==> config.mk <==
export PLATFORM = sky130hd
export DESIGN_NAME = shift_decode_stage
export DESIGN_NICKNAME = d
export VERILOG_FILES = /design/src/rtl/shift_decode_stage.sv
export SDC_FILE = /design/constraint.sdc
export NUM_CORES = 1
export LEC_CHECK = 0
export ABC_AREA = 1
export BUFFER_PORTS_ARGS = -buffer_cell sky130_fd_sc_hd__buf_2
export CAP_MARGIN = 0
export CORE_MARGIN = 5
export CORE_UTILIZATION = 24
export DETAILED_ROUTE_END_ITERATION = 10
export SLEW_MARGIN = 20
export SYNTH_ARGS = -nofsm -noshare
export SYNTH_HDL_FRONTEND = slang
export SYNTH_SLANG_ARGS = --single-unit
==> constraint.sdc <==
create_clock -name clk -period 1.3 [get_ports clk]
set_input_delay 0 -clock clk [delete_from_list [all_inputs] [get_ports clk]]
set_output_delay 0 -clock clk [all_outputs]
set_load 0.1 [all_outputs]
==> src/rtl/shift_decode_stage.sv <==
// shift_decode_stage: decodes R-type shifts and feeds the shifter through a 2-entry skid buffer.
// Rev 1.0
`default_nettype none

module shift_decode_stage #(
  parameter int CNT_W = 16
) (
  input  logic             clk,
  input  logic             reset,
  input  logic             flush,
  input  logic             in_valid,
  output logic             in_ready,
  input  logic [31:0]      instr,
  input  logic [31:0]      rs_data,
  input  logic [31:0]      rt_data,
  output logic             out_valid,
  input  logic             out_ready,
  output logic [31:0]      reg_data,
  output logic [4:0]       shamt,
  output logic [1:0]       shiftCtr,
  output logic [4:0]       dest,
  output logic [CNT_W-1:0] drop_cnt
);

  typedef enum logic [1:0] {
    EMPTY = 2'b00,
    ONE   = 2'b01,
    FULL  = 2'b10
  } state_t;

  state_t state, state_nxt;

  logic [31:0] m_data,  s_data;
  logic [4:0]  m_shamt, s_shamt;
  logic [1:0]  m_ctr,   s_ctr;
  logic [4:0]  m_dest,  s_dest;

  logic       dec_shift;
  logic [4:0] dec_shamt;
  logic [1:0] dec_ctr;
  logic       accept, take, drop, xfer;
  logic       load_m, load_s, promote;

  // Only the low five rs bits matter, and rs/rt fields arrive pre-read.
  logic unused_bits;
  assign unused_bits = ^{instr[25:16], rs_data[31:5]};

  always_comb begin
    dec_shift = 1'b0;
    dec_shamt = instr[10:6];
    dec_ctr   = 2'b00;
    if (instr[31:26] == 6'd0 && instr != 32'd0) begin
      case (instr[5:0])
        6'b000000: dec_shift = 1'b1;
        6'b000010: begin dec_shift = 1'b1; dec_ctr = 2'b01; end
        6'b000011: begin dec_shift = 1'b1; dec_ctr = 2'b11; end
        6'b000100: begin dec_shift = 1'b1; dec_shamt = rs_data[4:0]; end
        6'b000110: begin dec_shift = 1'b1; dec_shamt = rs_data[4:0]; dec_ctr = 2'b01; end
        6'b000111: begin dec_shift = 1'b1; dec_shamt = rs_data[4:0]; dec_ctr = 2'b11; end
        default:   dec_shift = 1'b0;
      endcase
    end
  end

  // Both handshake flags derive from the state register only.
  assign in_ready  = (state != FULL);
  assign out_valid = (state != EMPTY);

  assign accept = in_valid & in_ready & ~flush;
  assign take   = accept & dec_shift;
  assign drop   = accept & ~dec_shift;
  assign xfer   = out_valid & out_ready;

  always_comb begin
    state_nxt = state;
    load_m    = 1'b0;
    load_s    = 1'b0;
    promote   = 1'b0;
    if (flush) begin
      state_nxt = EMPTY;
    end else begin
      case (state)
        EMPTY: begin
          if (take) begin
            load_m    = 1'b1;
            state_nxt = ONE;
          end
        end
        ONE: begin
          if (xfer && take) begin
            load_m = 1'b1;
          end else if (xfer) begin
            state_nxt = EMPTY;
          end else if (take) begin
            load_s    = 1'b1;
            state_nxt = FULL;
          end
        end
        FULL: begin
          if (xfer) begin
            promote   = 1'b1;
            state_nxt = ONE;
          end
        end
        default: state_nxt = EMPTY;
      endcase
    end
  end

  always_ff @(posedge clk) begin
    if (reset) begin
      state <= EMPTY;
    end else begin
      state <= state_nxt;
    end
  end

  always_ff @(posedge clk) begin
    if (reset) begin
      m_data  <= 32'd0;
      m_shamt <= 5'd0;
      m_ctr   <= 2'b00;
      m_dest  <= 5'd0;
      s_data  <= 32'd0;
      s_shamt <= 5'd0;
      s_ctr   <= 2'b00;
      s_dest  <= 5'd0;
    end else begin
      if (load_m) begin
        m_data  <= rt_data;
        m_shamt <= dec_shamt;
        m_ctr   <= dec_ctr;
        m_dest  <= instr[15:11];
      end else if (promote) begin
        m_data  <= s_data;
        m_shamt <= s_shamt;
        m_ctr   <= s_ctr;
        m_dest  <= s_dest;
      end
      if (load_s) begin
        s_data  <= rt_data;
        s_shamt <= dec_shamt;
        s_ctr   <= dec_ctr;
        s_dest  <= instr[15:11];
      end
    end
  end

  always_ff @(posedge clk) begin
    if (reset) begin
      drop_cnt <= '0;
    end else if (drop && drop_cnt != {CNT_W{1'b1}}) begin
      drop_cnt <= drop_cnt + CNT_W'(1);
    end
  end

  assign reg_data = m_data;
  assign shamt    = m_shamt;
  assign shiftCtr = m_ctr;
  assign dest     = m_dest;

endmodule

`default_nettype wire

==> flow_summary.json, run 1 <==
{
  "internal_power_mw": 4.89,
  "grt-ovfl-total": 0,
  "ioPinCount": 163,
  "p_leak_nw": 3.98,
  "pwr-share-seq_pct": 49.5,
  "postSynthCellCount": 790,
  "drive_gt1_share_pct": 39.6,
  "wire_per_inst_um": 13.1,
  "clk_pin_slew_ns": 0.08,
  "final_core_util_pct": 40.0,
  "ant_nets": 0,
  "setup_tns_ns": -25.72,
  "post-place-ws_ns": -0.485,
  "worstSetupPathType": "reg -> reg",
  "num_rows": 53,
  "diodes": 0,
  "fp.dieArea_um2": 24700,
  "slew_headroom_pct": 63.3,
  "yosys-top-cells-area": "dfxtp_1, nor2_1, nand2_1",
  "finalSetupViolCount": 107,
  "power_density_nw_per_um2": 768,
  "clockRootBuffer": "clkbuf_16",
  "ys.warnings.count": 0,
  "fp.coreArea_um2": 21200,
  "worst_pin_slew_ns": 0.555,
  "layout_common_cells": "nor2_1, nand2_1, buf_2, dfxtp_1, o21ai_1",
  "cp-end-kind": "flip-flop",
  "yosysSeqAreaShare_pct": 40.7,
  "h-tree-depth": 3,
  "mostFrequentLayoutCell": "nor2_1",
  "cp_max_fo": 34,
  "fin_nets": 1147,
  "clk_latency_ns": 0.35,
  "synth_area_per_cell_um2": 6.59,
  "area_growth_pct": 62.8,
  "die_x_um": 157,
  "gp_congestion": 0.831,
  "worstPathArrival_ns": 1.85,
  "cts_buffers": 9,
  "setup_ws_ns": -0.308,
  "grt_pass1_vias": 5347,
  "syn-num-nets": 892,
  "num_vias": 5691,
  "synth_seq_cells": 106,
  "grt_max_degree": 47,
  "violations": "setup timing",
  "hpwl_mm": 10.9,
  "grt_antenna_before_repair": 0,
  "numPortBuffers": 135,
  "cts.path.max_buffers": 2,
  "synth_area_leader_cell": "dfxtp_1",
  "drv_cap": 0,
  "worstSetupStartpointType": "flip-flop",
  "drt_iter0_drc": 349,
  "hold_class": "in -> reg",
  "synth_cell_types": 35,
  "irDropWorstVdd_mv": 0.576,
  "rsz0062_at_grt": "yes",
  "clock_sink_count": 106,
  "grt_pass1_wl_mm": 26.7,
  "hold_viol": 0,
  "die_height_um": 157,
  "routed_wl_mm": 17.4,
  "max_freq_mhz": 622,
  "yosysTopAreaCellShare_pct": 40.7,
  "p_sw_mw": 1.63,
  "p_comb_share_pct": 8.2,
  "filler_cell_count": 2187,
  "viasPerCell": 4.30,
  "clkPwrFrac_pct": 42.3,
  "min_period_over_period_pct": 124,
  "grtUsageTotal_pct": 13.4,
  "totalPowerFinal_mw": 6.51,
  "initial_core_util_pct": 24.5,
  "netlist_area_um2": 5210,
  "drc": 0,
  "min_period_ns": 1.61,
  "drv_slew": 0,
  "swShare_pct": 25.0,
  "outcome": "finished with violations",
  "first_pass_iters": 5,
  "fin_skew_ns": 0.0129,
  "cts_tree": "built",
  "required_ns": 1.55
}
[cells in the mapped netlist]
| library cell | instances |
|---|---|
| nand2_1 | 183 |
| inv_1 | 69 |
| buf_6 | 6 |
| buf_2 | 17 |
| o21ai_0 | 33 |
| a31oi_1 | 1 |
| nor2_2 | 21 |
| xnor2_1 | 3 |
| nand3_1 | 27 |
| nor2_4 | 2 |
| inv_2 | 6 |
| nor3_2 | 3 |
| nand2_2 | 1 |
| clkinv_1 | 1 |
| and2_1 | 1 |
| nor3_4 | 1 |
| clkbuf_1 | 16 |
| nand4_1 | 2 |
| a21oi_4 | 1 |
| nand4_4 | 1 |
| a21oi_2 | 1 |
| nand3_2 | 2 |
| nor2_1 | 188 |
| nor3_1 | 6 |
| nand3b_1 | 1 |
| buf_4 | 2 |
| nand3_4 | 1 |
| dfxtp_1 | 106 |
| ha_1 | 1 |
| xor2_1 | 10 |
| a21oi_1 | 17 |
| nor4_1 | 1 |
| nand2_4 | 1 |
| o21ai_1 | 57 |
| nand4_2 | 1 |
[power by group through the flow]
stage / logic (mW) / clock network, mW / registers (mW)
after global placement: 0.401 / 0 / 3.30
final: 0.534 / 2.75 / 3.23
after CTS: 0.507 / 2.88 / 3.23
after detailed placement: 0.402 / 0 / 3.30
after global routing: 0.581 / 2.99 / 3.23
after floorplan: 0.121 / 0 / 3.33
[cell families (layout without fill, tap and decap cells)]
kind of cell | Yosys count | count (layout) | synth area share [%]
AOI/OAI and AO/OA | 110 | 110 | 10.9
xor gates and xnor gates | 13 | 13 | 2.19
buffers and inverters | 117 | 374 | 9.85
DFF | 106 | 106 | 40.7
and+or+nand+nor | 443 | 446 | 36.1
adders and majority gates | 1 | 1 | 0.240
[critical path, stage by stage (launching register included)]
cell and delay, ns:
dfxtp_2 0.36, inv_4 0.04, nor2_4 0.08, buf_6 0.12
inv_8 0.03, nor3_4 0.21, inv_4 0.15, buf_12 0.19
nand2_1 0.07, o21ai_1 0.06, o21ai_1 0.12, nor2_1 0.06
[final cells by class]
class	count	area [um^2]	area share (%)
inverters	76	308	3.63
clock buffers	10	239	2.82
flip-flops and latches	106	2180	25.7
well taps	275	344	4.06
multi-input cells	570	3000	35.4
clock inverters	6	58.8	0.694
repair buffers	282	2350	27.7
[per-stage QoR]
| step | hold WS, ns | instances | cell area [um^2] |
|---|---|---|---|
| 6_report | 0.0323 | 1325 | 8480 |
| 2_1_floorplan | 0.128 | 790 | 5360 |
| 3_3_place_gp | 0.243 | 1235 | 6860 |
| 3_5_place_dp | 0.247 | 1236 | 6890 |
| 4_1_cts | 0.00312 | 1310 | 7970 |
| 5_1_grt | 0.0148 | 1325 | 8480 |
[sequential cells by signal, indices dropped and copies added (netlist names)]
signal and count:
state 2, s_ctr 2, s_shamt 5, shiftCtr 2
reg_data 32, s_data 32, shamt 5, drop_cnt 16
dest 5, s_dest 5
[final timing paths]
kind	startpoint	cells after the start	slack [ns]	endpoint
setup / recovery	state[1]	11	-0.31	reg_data[16]
hold / removal	instr[15]	4	0.03	s_dest[4]
hold reg to reg	s_data[0]	2	0.50	s_data[0]
setup reg to reg	state[1]	11	-0.31	reg_data[16]
[routing by layer]
layer,track usage [%],wire length [um],up-vias
li1,-,-,2967
met1,18.1,8300,2571
met2,21.9,8040,138
met3,2.86,872,15
met4,3.69,205,0
met5,0,0,-
[what timing repair did]
item / in CTS / in global routing
hold endpoints to repair: 73 / 0
hold buffers: 38 / 0
gates resized for setup: 42 / 92
endpoints found under the setup margin: 107 / 110
pin swaps: 7 / 28
setup buffers: 15 / 9
gates cloned: 6 / 6
Note: power is estimated with default switching activity, not from simulation.
==> inputs of run 2 (changes only) <==
--- a/config.mk
+++ b/config.mk
@@ -8,7 +8,7 @@
 export ABC_AREA = 1
 export BUFFER_PORTS_ARGS = -buffer_cell sky130_fd_sc_hd__buf_2
 export CAP_MARGIN = 0
-export CORE_MARGIN = 5
+export CORE_MARGIN = 2
 export CORE_UTILIZATION = 24
 export DETAILED_ROUTE_END_ITERATION = 10
 export SLEW_MARGIN = 20
==> run 2 against run 1 <==
The flow still finishes with violations (setup timing). Total power rose by 0.23%. Register-to-register slack improved by 0.03 ns. First-iteration DRC count fell by 35%. Wire length barely moved. Core utilization rose by 0.78 points. Clock power barely moved. Via count fell by 0.67%. Clock skew fell by 0.0036 ns. Global-route usage rose by 0.88 points. Critical path type unchanged. Critical endpoint is now dest[2].
==> flow_summary.json, run 2 (synthesis results as in run 1) <==
{
  "grtUsageTotal_pct": 14.3,
  "hold_class": "in -> reg",
  "cp-end-kind": "flip-flop",
  "gp_congestion": 0.787,
  "ioPinCount": 163,
  "filler_cell_count": 2143,
  "rsz0062_at_grt": "yes",
  "hold_viol": 0,
  "grt_pass1_vias": 5212,
  "worstPathArrival_ns": 1.86,
  "clk_latency_ns": 0.36,
  "diodes": 0,
  "slew_headroom_pct": 63.9,
  "drv_slew": 0,
  "crit_buf_inv": 3,
  "cts_buffers": 9,
  "hpwl_mm": 10.2,
  "num_vias": 5653,
  "numPortBuffers": 135,
  "layout_common_cells": "nor2_1, buf_2, nand2_1, dfxtp_1, o21ai_1",
  "area_growth_pct": 65.5,
  "cts_tree": "built",
  "first_pass_iters": 4,
  "met2_usage_pct": 24.2,
  "required_ns": 1.59,
  "h-tree-depth": 3,
  "num_rows": 53,
  "fin_nets": 1136,
  "fp.coreArea_um2": 21200,
  "initial_core_util_pct": 24.6,
  "cts.path.max_buffers": 2,
  "outcome": "finished with violations",
  "power_density_nw_per_um2": 758,
  "pwr-share-seq_pct": 49.4,
  "cpPeakStageDelay_ns": 0.36,
  "cp_max_fo": 7,
  "p_sw_mw": 1.69,
  "ant_nets": 0,
  "drt_iter0_drc": 227,
  "die_height_um": 151,
  "p_leak_nw": 4.00,
  "use_met3_pct": 2.77,
  "crit_path_frequent_cell": "nor2_4",
  "irDropWorstVdd_mv": 0.560,
  "post-place-ws_ns": -0.290,
  "final-seq-area_um2": 2180,
  "setup_ws_ns": -0.276,
  "drive_gt1_share_pct": 40.2,
  "critical_path.top_delay_family": "simple AND/OR/NAND/NOR gates",
  "grt_pass1_wl_mm": 25.9,
  "max_freq_mhz": 635,
  "violations": "setup timing",
  "finalSetupViolCount": 105,
  "worst_pin_slew_ns": 0.545,
  "mostFrequentLayoutCell": "nor2_1",
  "crit_chain": "inv_4, nor2_4, nor2_4, nand4_1, nor2_4, buf_12, buf_12, o21ai_2, nor2_1",
  "totalPowerFinal_mw": 6.53,
  "setup_tns_ns": -20.08,
  "grt-ovfl-total": 0,
  "clock_sink_count": 106,
  "min_period_ns": 1.58,
  "multi_input_area_um2": 3110,
  "crit_path_top_delay_cell": "dfxtp_4",
  "grt_antenna_before_repair": 0,
  "clkPwrFrac_pct": 42.5,
  "viasPerCell": 4.30,
  "routed_wl_mm": 17.4,
  "die_x_um": 151,
  "grt_max_degree": 50,
  "internal_power_mw": 4.84,
  "clk_pin_slew_ns": 0.08,
  "fp.dieArea_um2": 22900,
  "wire_per_inst_um": 13.3,
  "p_comb_share_pct": 8.2,
  "min_period_over_period_pct": 121,
  "gr-usage-met1_pct": 18.6,
  "fin_skew_ns": 0.00932,
  "worstSetupStartpointType": "flip-flop",
  "swShare_pct": 25.9,
  "drv_cap": 0,
  "drc": 0,
  "grt-busiest-layer": "met2",
  "worstSetupPathType": "reg -> reg",
  "clockRootBuffer": "clkbuf_16"
}
==> run 2: cell types whose count changed in the layout (fill, tap and decap cells not counted), moves of 8 or more <==
cell     change
nand2_1     -21
nand2_4     +17
buf_4       -13
nand3_1     +13
nand3_2     -12
buf_6        -8
==> run 2: power by group through the flow <==
stage | Combinational [mW] | Sequential (mW) | Clock, mW
2_1_floorplan | 0.121 | 3.33 | 0
3_5_place_dp | 0.387 | 3.30 | 0
4_1_cts | 0.505 | 3.22 | 2.88
3_3_place_gp | 0.389 | 3.30 | 0
6_report | 0.533 | 3.22 | 2.77
5_1_grt | 0.581 | 3.22 | 2.99
==> run 2: path summary, 6_finish.rpt <==
path / startpoint / to / slack [ns] / cells after the start
worst min register to register: drop_cnt[15] / drop_cnt[15] / 0.49 / 2
worst min-delay path: rs_data[0] / s_shamt[0] / 0.05 / 5
worst max register to register: state[1] / dest[2] / -0.28 / 9
worst max-delay path: state[1] / dest[2] / -0.28 / 9
==> run 2: area by class of cell <==
cell class	count	share of cell area, %
Sequential cell	106	25.3
Multi-Input combinational cell	568	36.0
Clock inverter	7	0.784
Clock buffer	9	2.61
Inverter	76	3.54
Tap cell	275	3.99
Timing Repair Buffer	273	27.7
==> run 2: worst register-to-register path, stage by stage (launching register included) <==
cell and delay (ns):
dfxtp_4 0.36, inv_4 0.06, nor2_4 0.05, nor2_4 0.12
nand4_1 0.21, nor2_4 0.24, buf_12 0.16, buf_12 0.14
o21ai_2 0.06, nor2_1 0.12
==> run 2: routing by layer <==
layer,vias to the layer above,wire [um]
li1,2952,-
met1,2568,8030
met2,125,8350
met3,8,882
met4,0,167
met5,-,0
==> run 2: metrics by stage <==
step                instances  cell area [um^2]  util, %  hold slack (ns)
global placement         1228              6810     32.2            0.243
CTS                      1301              8040     38.0           0.0309
global route             1314              8620     40.7           0.0884
detailed placement       1228              6810     32.2            0.248
floorplan                 790              5360        -            0.128
finish                   1314              8620     40.7           0.0491
==> run 2: what timing repair did <==
| item | 4_1_cts | 5_1_grt |
|---|---|---|
| gates resized for setup | 66 | 105 |
| endpoints found under the hold margin | 75 | 0 |
| endpoints found under the setup margin | 107 | 108 |
| hold buffers | 40 | 0 |
| gates cloned | 7 | 10 |
| pin swaps | 17 | 51 |
| buffers inserted | 11 | 6 |
==> inputs of run 3 (changes only) <==
--- a/config.mk
+++ b/config.mk
@@ -8,6 +8,7 @@
 export ABC_AREA = 1
 export BUFFER_PORTS_ARGS = -buffer_cell sky130_fd_sc_hd__buf_2
 export CAP_MARGIN = 0
+export CORE_ASPECT_RATIO = 0.75
 export CORE_MARGIN = 2
 export CORE_UTILIZATION = 24
 export DETAILED_ROUTE_END_ITERATION = 10
==> run 3 against run 2 <==
The flow finishes with violations (hold timing, setup timing). Combinational power grew 2%. Cell count rose by 1.5%. Clock power down 2%. Clock skew grew 0.0025 ns. Largest cell class unchanged. Largest power group unchanged.
==> flow_summary.json, run 3 (synthesis results as in run 1) <==
{
  "mostFrequentLayoutCell": "nor2_1",
  "cp-end-kind": "flip-flop",
  "cp_max_fo": 6,
  "grt-ovfl-total": 0,
  "first_pass_iters": 4,
  "drv_slew": 0,
  "drive_gt1_share_pct": 44.6,
  "numPortBuffers": 135,
  "setup_ws_ns": -0.243,
  "finalSetupViolCount": 106,
  "pwr-share-seq_pct": 49.7,
  "swShare_pct": 25.5,
  "drt_iter0_drc": 251,
  "cts_tree": "built",
  "hpwl_mm": 10.7,
  "reg2reg_slack_ns": -0.24,
  "worstSetupPathType": "reg -> reg",
  "num_vias": 5660,
  "totalPowerFinal_mw": 6.48,
  "clockRootBuffer": "clkbuf_16",
  "die_x_um": 174,
  "drv_cap": 0,
  "routed_wl_mm": 17.5,
  "power_density_nw_per_um2": 738,
  "irDropWorstVdd_mv": 0.528,
  "grtUsageTotal_pct": 14.0,
  "clk_pin_slew_ns": 0.07,
  "hold_slack_ns": -0.00260,
  "rsz0062_at_grt": "yes",
  "required_ns": 1.53,
  "worstSetupStartpointType": "flip-flop",
  "hold_class": "in -> reg",
  "area_growth_pct": 68.7,
  "wire_per_inst_um": 13.1,
  "cts_buffers": 9,
  "cts.path.max_buffers": 2,
  "clkPwrFrac_pct": 41.9,
  "min_period_ns": 1.54,
  "min_period_over_period_pct": 119,
  "internal_power_mw": 4.83,
  "fin_nets": 1143,
  "grt_antenna_before_repair": 0,
  "clk_latency_ns": 0.36,
  "hold_viol": 1,
  "ioPinCount": 163,
  "worstPathArrival_ns": 1.78,
  "layout_common_cells": "nor2_1, buf_2, nand2_1, dfxtp_1, o21ai_1",
  "p_comb_share_pct": 8.4,
  "drc": 0,
  "die_height_um": 132,
  "grt_max_degree": 50,
  "h-tree-depth": 3,
  "crit_chain": "inv_4, nor3_4, and2_4, nand4_4, clkbuf_16, nand3_4, a21oi_2",
  "slew_headroom_pct": 62.5,
  "violations": "hold timing, setup timing",
  "clock_sink_count": 106,
  "grt_pass1_wl_mm": 26.2,
  "max_freq_mhz": 648,
  "p_leak_nw": 3.98,
  "gp_congestion": 0.769,
  "initial_core_util_pct": 24.5,
  "diodes": 0,
  "viasPerCell": 4.24,
  "filler_cell_count": 2170,
  "cpPeakStageDelay_ns": 0.36,
  "post-place-ws_ns": -0.311,
  "p_sw_mw": 1.65,
  "ant_nets": 0,
  "fin_skew_ns": 0.0118,
  "fp.dieArea_um2": 22900,
  "fp.coreArea_um2": 21200,
  "worst_pin_slew_ns": 0.566,
  "grt_pass1_vias": 5074,
  "num_rows": 46,
  "outcome": "finished with violations",
  "crit_path_top_delay_cell": "dfxtp_4"
}
## run 3: cell types whose count changed in the layout (fill, tap and decap cells not counted), sizes merged
cell         before  now
inv              81   80
dlygate4sd3      40   36
nand3            30   31
clkinvlp          1    0
buf             224  232
clkinv            1    2
clkbuf           18   21
## run 3: power by group through the flow
stage               sequential, mW  combinational [mW]  clock, mW
floorplan                     3.33               0.121          0
global placement              3.30               0.407          0
detailed placement            3.30               0.405          0
CTS                           3.22               0.502       2.82
global route                  3.23               0.588       2.94
finish                        3.22               0.544       2.71
## run 3: worst max-delay path: cells and delay by family, from the launching register on
| family | cells | cell delay, ns |
|---|---|---|
| AOI/OAI and AO/OA | 1 | 0.05 |
| buffers and inverters | 2 | 0.31 |
| DFF | 1 | 0.36 |
| and+or+nand+nor | 4 | 0.71 |
## run 3: what timing repair did
| item | 4_1_cts | 5_1_grt |
|---|---|---|
| setup buffers | 15 | 8 |
| gates resized for setup | 75 | 149 |
| pin swaps | 19 | 39 |
| hold endpoints to repair | 71 | 0 |
| cloned | 8 | 8 |
| hold buffers | 36 | 0 |
| setup endpoints to repair | 106 | 111 |
## run 3: path summary, 6_finish.rpt
path / from / end / depth (start not counted)
max: drop_cnt[4] / drop_cnt[3] / 7
min: out_ready / state[1] / 4
max reg2reg: drop_cnt[4] / drop_cnt[3] / 7
min reg2reg: drop_cnt[15] / drop_cnt[15] / 2
## run 3: through the flow
stage	std cells	util (%)	instance area (um^2)	hold WS (ns)	TNS, ns
3_3_place_gp	1246	32.2	6840	0.242	-24.61
5_1_grt	1334	41.4	8790	0.0173	-28.20
4_1_cts	1321	37.8	8040	-0.0209	-14.92
3_5_place_dp	1246	32.2	6840	0.246	-27.65
6_report	1334	41.4	8790	-0.00260	-19.56
2_1_floorplan	790	-	5360	0.128	-18.29
## run 3: metal layers
layer / up-vias / share of wire, % / routed length, um / global-route usage, %
li1: 2960 / - / - / -
met1: 2555 / 52 / 9030 / 20.7
met2: 132 / 43 / 7600 / 21.1
met3: 13 / 4.1 / 714 / 2.86
met4: 0 / 0.82 / 143 / 2.75
met5: - / 0 / 0 / 0
## run 3: layout make-up
cell class	instances	area, um^2	area share [%]
repair buffers	279	2380	27.1
inverters	76	305	3.47
multi-input cells	569	3280	37.3
well taps	288	360	4.10
clock buffers	10	229	2.61
clock inverters	6	57.6	0.655
flip-flops and latches	106	2180	24.8
